--- src/rtl/defenders_pkg.sv ---
// rtl/defenders_pkg.sv - shared row width, colours and draw FSM state type
package defenders_pkg;

  localparam int ROW_WIDTH = 118;

  localparam logic [2:0] BLACK = 3'b000;
  localparam logic [2:0] WHITE = 3'b111;
  localparam logic [2:0] RED   = 3'b100;

  typedef enum logic [1:0] {
    DRAW_IDLE,
    DRAW_SCAN,
    DRAW_DONE
  } draw_state_e;

endpackage

--- src/rtl/enemy_bullet_row_if.sv ---
// rtl/enemy_bullet_row_if.sv - enemy fire, collision and draw signals of one enemy bullet row
interface enemy_bullet_row_if import defenders_pkg::*; #(
  parameter int WIDTH = ROW_WIDTH
);

  logic             fire_req;
  logic [6:0]       fire_col;
  logic             fire_ack;
  logic [WIDTH-1:0] player_bullets;
  logic             player_in_row;
  logic             hit_player;
  logic             cancel;
  logic [WIDTH-1:0] row_data;
  logic             draw_en;
  logic [7:0]       draw_x;
  logic [2:0]       draw_colour;
  logic             draw_valid;
  logic             draw_done;

  modport master (
    output fire_req, fire_col, player_bullets, player_in_row, draw_en,
    input  fire_ack, hit_player, cancel, row_data, draw_x, draw_colour, draw_valid, draw_done
  );

  modport slave (
    input  fire_req, fire_col, player_bullets, player_in_row, draw_en,
    output fire_ack, hit_player, cancel, row_data, draw_x, draw_colour, draw_valid, draw_done
  );

endinterface

--- src/rtl/tick_divider.sv ---
// rtl/tick_divider.sv - free-running divider giving a one-cycle tick every DIV clocks
module tick_divider #(
  parameter int DIV = 4
) (
  input  logic clk,
  input  logic reset,
  output logic tick_o
);

  localparam int CW = (DIV > 1) ? $clog2(DIV) : 1;

  logic [CW-1:0] count_q, count_d;

  assign tick_o = (count_q == CW'(DIV - 1));

  always_comb begin
    count_d = tick_o ? '0 : count_q + 1'b1;
  end

  always_ff @(posedge clk) begin
    if (reset) count_q <= '0;
    else       count_q <= count_d;
  end

endmodule

--- src/rtl/enemy_bullet_row.sv ---
// rtl/enemy_bullet_row.sv - enemy shot row moving toward column 0, with fire, cancel, hit and
// a snapshot-based pixel scan for the VGA writer
module enemy_bullet_row import defenders_pkg::*; #(
  parameter int         WIDTH    = ROW_WIDTH,
  parameter int         TICK_DIV = 2_500_000,
  parameter int         COOLDOWN = 4,
  parameter logic [2:0] COLOUR   = RED
) (
  input logic               clk,
  input logic               reset,
  enemy_bullet_row_if.slave bus
);

  localparam int CDW  = (COOLDOWN > 0) ? $clog2(COOLDOWN + 1) : 1;
  localparam int IDXW = $clog2(WIDTH);

  logic             tick;
  logic [WIDTH-1:0] row_q, row_d, shifted;
  logic             pending_q, pending_d;
  logic [6:0]       col_q, col_d;
  logic [CDW-1:0]   cool_q, cool_d;
  logic             fire_ack_q, fire_ack_d;
  logic             hit_q, hit_d;
  logic             cancel_q, cancel_d;
  logic             accept;

  draw_state_e      state_q, state_d;
  logic [IDXW-1:0]  idx_q, idx_d;
  logic [WIDTH-1:0] snap_q, snap_d;
  logic             scan;

  tick_divider #(.DIV(TICK_DIV)) u_tick (
    .clk    (clk),
    .reset  (reset),
    .tick_o (tick)
  );

  // A request latched on a tick cycle only reaches the row on the following tick.
  always_comb begin
    row_d      = row_q;
    pending_d  = pending_q;
    col_d      = col_q;
    cool_d     = cool_q;
    fire_ack_d = 1'b0;
    hit_d      = 1'b0;
    cancel_d   = 1'b0;
    shifted    = row_q >> 1;
    accept     = !pending_q && (cool_q == '0) && bus.fire_req && (int'(bus.fire_col) < WIDTH);

    if (tick) begin
      if (pending_q) begin
        shifted[col_q] = 1'b1;
        pending_d      = 1'b0;
        cool_d         = CDW'(COOLDOWN);
      end else if (cool_q != '0) begin
        cool_d = cool_q - 1'b1;
      end
      row_d    = shifted & ~bus.player_bullets;
      cancel_d = |(shifted & bus.player_bullets);
      hit_d    = row_q[0] & bus.player_in_row;
    end

    if (accept) begin
      pending_d  = 1'b1;
      col_d      = bus.fire_col;
      fire_ack_d = 1'b1;
    end
  end

  always_ff @(posedge clk) begin
    if (reset) begin
      row_q      <= '0;
      pending_q  <= 1'b0;
      col_q      <= '0;
      cool_q     <= '0;
      fire_ack_q <= 1'b0;
      hit_q      <= 1'b0;
      cancel_q   <= 1'b0;
    end else begin
      row_q      <= row_d;
      pending_q  <= pending_d;
      col_q      <= col_d;
      cool_q     <= cool_d;
      fire_ack_q <= fire_ack_d;
      hit_q      <= hit_d;
      cancel_q   <= cancel_d;
    end
  end

  // The scan reads a copy taken on entry so a tick mid-scan cannot tear the image.
  always_comb begin
    state_d = state_q;
    idx_d   = idx_q;
    snap_d  = snap_q;
    case (state_q)
      DRAW_IDLE: begin
        if (bus.draw_en) begin
          state_d = DRAW_SCAN;
          idx_d   = '0;
          snap_d  = row_q;
        end
      end
      DRAW_SCAN: begin
        if (!bus.draw_en)                        state_d = DRAW_IDLE;
        else if (idx_q == IDXW'(WIDTH - 1))      state_d = DRAW_DONE;
        else                                     idx_d   = idx_q + 1'b1;
      end
      DRAW_DONE: begin
        if (!bus.draw_en) state_d = DRAW_IDLE;
      end
      default: state_d = DRAW_IDLE;
    endcase
  end

  always_ff @(posedge clk) begin
    if (reset) begin
      state_q <= DRAW_IDLE;
      idx_q   <= '0;
      snap_q  <= '0;
    end else begin
      state_q <= state_d;
      idx_q   <= idx_d;
      snap_q  <= snap_d;
    end
  end

  assign scan            = (state_q == DRAW_SCAN);
  assign bus.draw_valid  = scan;
  assign bus.draw_x      = scan ? 8'(idx_q) : 8'd0;
  assign bus.draw_colour = (scan && snap_q[idx_q]) ? COLOUR : BLACK;
  assign bus.draw_done   = (state_q == DRAW_DONE);
  assign bus.row_data    = row_q;
  assign bus.fire_ack    = fire_ack_q;
  assign bus.hit_player  = hit_q;
  assign bus.cancel      = cancel_q;

endmodule
--- src/flat_wrapper.sv ---
// flat-port wrapper written by rule: the top's interface ports become plain ports
module enemy_bullet_row_flat import defenders_pkg::*;
#(
  parameter int         WIDTH    = ROW_WIDTH,
  parameter int         TICK_DIV = 2_500_000,
  parameter int         COOLDOWN = 4,
  parameter logic [2:0] COLOUR   = RED
)
  (clk, reset, bus_fire_req, bus_fire_col, bus_player_bullets, bus_player_in_row, bus_draw_en, bus_fire_ack, bus_hit_player, bus_cancel, bus_row_data, bus_draw_x, bus_draw_colour, bus_draw_valid, bus_draw_done);
  enemy_bullet_row_if #(.WIDTH(WIDTH)) bus_i ();
  input logic clk;
  input logic reset;
  input wire logic [$bits(bus_i.fire_req)-1:0] bus_fire_req;
  input wire logic [$bits(bus_i.fire_col)-1:0] bus_fire_col;
  input wire logic [$bits(bus_i.player_bullets)-1:0] bus_player_bullets;
  input wire logic [$bits(bus_i.player_in_row)-1:0] bus_player_in_row;
  input wire logic [$bits(bus_i.draw_en)-1:0] bus_draw_en;
  output wire logic [$bits(bus_i.fire_ack)-1:0] bus_fire_ack;
  output wire logic [$bits(bus_i.hit_player)-1:0] bus_hit_player;
  output wire logic [$bits(bus_i.cancel)-1:0] bus_cancel;
  output wire logic [$bits(bus_i.row_data)-1:0] bus_row_data;
  output wire logic [$bits(bus_i.draw_x)-1:0] bus_draw_x;
  output wire logic [$bits(bus_i.draw_colour)-1:0] bus_draw_colour;
  output wire logic [$bits(bus_i.draw_valid)-1:0] bus_draw_valid;
  output wire logic [$bits(bus_i.draw_done)-1:0] bus_draw_done;
  assign bus_i.fire_req = bus_fire_req;
  assign bus_i.fire_col = bus_fire_col;
  assign bus_i.player_bullets = bus_player_bullets;
  assign bus_i.player_in_row = bus_player_in_row;
  assign bus_i.draw_en = bus_draw_en;
  assign bus_fire_ack = bus_i.fire_ack;
  assign bus_hit_player = bus_i.hit_player;
  assign bus_cancel = bus_i.cancel;
  assign bus_row_data = bus_i.row_data;
  assign bus_draw_x = bus_i.draw_x;
  assign bus_draw_colour = bus_i.draw_colour;
  assign bus_draw_valid = bus_i.draw_valid;
  assign bus_draw_done = bus_i.draw_done;
  enemy_bullet_row #(.WIDTH(WIDTH), .TICK_DIV(TICK_DIV), .COOLDOWN(COOLDOWN), .COLOUR(COLOUR)) u_core (.clk(clk), .reset(reset), .bus(bus_i));
endmodule
--- config.mk ---
export PLATFORM = sky130hd
export DESIGN_NAME = enemy_bullet_row_flat
export DESIGN_NICKNAME = d
export VERILOG_FILES = /design/src/rtl/defenders_pkg.sv /design/src/rtl/enemy_bullet_row_if.sv /design/src/rtl/tick_divider.sv /design/src/rtl/enemy_bullet_row.sv /design/src/flat_wrapper.sv
export SDC_FILE = /design/constraint.sdc
export NUM_CORES = 1
export LEC_CHECK = 0
export ABC_AREA = 0
export CAP_MARGIN = 20
export CORE_UTILIZATION = 40
export CTS_BUF_LIST = sky130_fd_sc_hd__clkbuf_4
export DETAILED_ROUTE_END_ITERATION = 12
export GPL_TIMING_DRIVEN = 0
export HOLD_SLACK_MARGIN = 0.1
export PLACE_DENSITY = 0.77
export SYNTH_ARGS = -nofsm -noshare
export SYNTH_HDL_FRONTEND = slang
export SYNTH_SLANG_ARGS = --single-unit
--- constraint.sdc ---
create_clock -name clk -period 2.6 [get_ports clk]
set_input_delay 0.39 -clock clk [delete_from_list [all_inputs] [get_ports clk]]
set_output_delay 0.39 -clock clk [all_outputs]
set_load 0.005 [all_outputs]
==> impl_metrics.toml <==
[floorplanning]
die_h_um = 183
core-area_mm2 = 0.0325
rows = 66
initial_core_util_pct = 40.6
die_w_um = 183
num_io_pins = 264
die-area_mm2 = 0.0336

[global_routing]
grt_pass1_vias = 14059
grt_use_total_pct = 34.7
grt_pass1_wl_mm = 86.0
grt_start_max_net_pins = 11
grt.overflow.total = 0
antenna_found_initial = 2

[synthesis]
synth_compound_area_share_pct = 17.5
synth.most_common_cell = "a21oi_1"
syn_avg_cell_area_um2 = 7.80
synth-simple-area-share_pct = 22.8
synth_flop_cell = "dfxtp_1"
synth-adder-area-share_pct = 0.475
synth_top_family_by_area = "simple AND/OR/NAND/NOR gates"
synthTopCellsByArea = "dfxtp_1 43%, a21oi_1 14%, nand2_1 7.3%"
synth-async-reset-ratio_pct = 0
syn_inst = 1688
synth_top_cell_area_share_pct = 42.7
synthMuxAreaShare_pct = 6.66
ys_seq_area_share_pct = 42.7
synth_commonest_cells = "366 x a21oi_1, 281 x dfxtp_1, 255 x nand2_1"
synth_xor_area_share_pct = 1.40
yosysWarnings = 0
syn_area_mm2 = 0.0132
synth_cell_types = 50
yosys.area.top_type = "dfxtp_1"
synth-seq-cells = 281
synth_edf_count = 0

[worst_setup_path]
r2r_cells = 9
cp.required_ps = 2210
crit_chain = "buf_12 -> buf_12 -> buf_4 -> mux4_2 -> a211oi_2 -> a211o_1 -> a21oi_2 -> nor3_2 -> a21oi_2 -> buf_2"
worstPathArrival_ps = 2950
path_buf_inv = 4
slowest_delay_ps = 390
r2r_setup_slack_ps = -60
worstSetupStartpointType = "flip-flop"
cp-end-kind = "output port"
reg2reg_to = "u_core.bus.cancel"
critPathSlowestCell = "dfxtp_4"
r2r_start = "u_core.pending_q"
critPathMaxFanout = 8
path_class = "reg -> out"
crit_family = "compound AO/OA/AOI/OAI gates"

[min_path]
worstHoldStart = "bus_player_in_row"
holdCritPathClass = "in -> reg"
holdPathEnd = "u_core.bus.hit_player"
min_path_cells = 3

[placed_design]
dpl.cell_count = 2392
port_buffers = 259
dp_hpwl_mm = 44.1
place_congestion = 1.04
dp_slack_ps = -948

[sta]
fin_crit_ps = 3340
post-route-period-util_pct = 128
hold_viol_final = 0
setup-violations-final = 2
max_freq_ghz = 0.299
relSlewSlack_pct = 24.0
skew_ps = 54.2
rsz0062_at_grt = "true"
maxSlewViolCount = 0
worst_slew_pin_slew_ps = 1140
layout_setup_ws_ps = -741

[finish]
fin_cells = 2541
drive_gt1_share_pct = 14.4
multi_input_area_mm2 = 0.00671
regArea_mm2 = 0.00564
fin_nets = 2187
nFillCells = 3038
area_growth_pct = 35.9

[cts]
cts_tree = "built"
h-tree-depth = 3
root_buffer = "clkbuf_4"
cts_buffers = 77
clkTransAtPathRegs_ps = 70
cts.sinks = 281
cts_buffer_depth = 3
clock_latency_ps = 700
ctsHoldBuffers = 0

[power_and_ir_drop]
seqPwrFrac_pct = 47.1
pwr-share-comb_pct = 9.4
power.share.switching_pct = 26.7
p_per_area_mw_per_mm2 = 517
vdd_drop_max_mv = 0.280
leakagePower_uw = 0.00643
clockPowerShare_pct = 43.5
intPower_uw = 6770
p_switching_uw = 2470

[drt]
vias = 14898
ant_nets = 0
routed_via_density = 5.86
route.detailed.wl_per_inst_um = 23.5
dr.first_iter.drc_count = 1877
drt-total-wl_mm = 59.8
firstDrtPassIters = 6
route.detailed.drc = 0

[run_status]
status = "complete, but fails checks"
violations = "setup timing"

[job]
maxCapViolations = 0
registers in the layout (all words and copies together) (netlist names):
name                   count
u_core.u_tick.count_q     22
u_core.idx_q               7
u_core.bus.row_data      118
u_core.pending_q           1
u_core.bus.fire_ack        1
u_core.bus.cancel          1
u_core.snap_q            118
u_core.bus.hit_player      1
u_core.col_q               7
u_core.state_q             2
u_core.cool_q              3
worst register-to-register path, stage by stage (launching register included):
cell,delay (ps)
dfxtp_1,360
buf_2,230
and4b_1,210
clkbuf_4,270
buf_6,240
a21oi_1,140
o22ai_1,350
nor4_1,110
and4_1,230
a311oi_4,420
cell usage in the layout, fill, tap and decap left out, types with 6 or more instances in the layout:
cell type,instances
and2_1,6
clkbuf_4,111
o22ai_2,6
nor2b_1,6
o22ai_1,54
nand4_1,9
nor2_1,163
nor3_1,126
mux2i_1,10
nand3_1,13
xor2_1,11
clkinv_1,10
nor4_1,8
and4b_1,8
clkdlybuf4s50_1,257
mux4_2,34
nand2_1,252
a21oi_2,15
buf_4,32
nor3_2,6
xnor2_1,10
inv_1,126
clkbuf_1,60
buf_2,28
dfxtp_1,274
buf_12,7
buf_6,15
a21oi_1,351
per-stage QoR:
step	power [µW]	setup TNS (ps)	instance area, µm²	util (%)	hold WS (ps)
3_5_place_dp	5210	-55260	16300	50.3	446
3_3_place_gp	5210	-50660	16300	50.3	439
2_1_floorplan	4760	0	13200	-	430
5_1_grt	9510	-843	17900	55.1	285
4_1_cts	9170	-877	17600	54.4	234
6_report	9240	-799	17900	55.1	273
worst max-delay path by stage:
stage | endpoint | startpoint | cells after the start
detailed placement | bus_draw_colour[2] | u_core.idx_q[3] | 8
floorplan | bus_draw_colour[2] | u_core.idx_q[1] | 7
global route | bus_draw_colour[2] | u_core.idx_q[0] | 7
CTS | bus_draw_colour[2] | u_core.idx_q[0] | 8
global placement | bus_draw_colour[2] | u_core.idx_q[3] | 8
finish | bus_draw_colour[2] | u_core.idx_q[1] | 10
power groups by stage:
stage          clock network [µW]  logic, µW  registers (µW)
2_1_floorplan                   0        326            4440
3_3_place_gp                    0        768            4440
3_5_place_dp                    0        769            4440
4_1_cts                      4010        817            4350
5_1_grt                      4270        887            4350
6_report                     4020        867            4350
layer usage:
metal	up-vias	GRT usage, %	wire length [µm]
met2	1122	52.3	25700
li1	6542	-	-
met5	-	0	0
met3	224	8.84	7270
met4	0	19.8	3640
met1	7010	44.9	23200
layout make-up:
class,instances,share of cell area [%]
clock buffers,109,4.58
diodes,2,0.0280
clock inverters,15,0.609
inverters,127,2.69
multi-input cells,1156,37.5
flip-flops and latches,281,31.5
repair buffers,286,15.8
plain buffers,123,4.19
well taps,442,3.09
kinds of logic (layout without fill, tap and decap cells):
group                    count (synthesis)  count (layout)
buffers and inverters                  253             660
AND/OR/NAND/NOR                        642             642
other                                    1               5
XOR/XNOR                                21              21
AO/OA/AOI/OAI                          440             440
multiplexers                            45              45
flip-flops                             281             281
adder cells (fa/ha/maj)                  5               5
timing repair:
action / 4_1_cts / 5_1_grt
pin swaps: 6 / 9
resized for setup: 81 / 44
gates cloned: 1 / 0
endpoints found under the hold margin: 0 / 0
endpoints found under the setup margin: 87 / 112
setup buffers: 10 / 16
(Power assumes the default switching activity.)
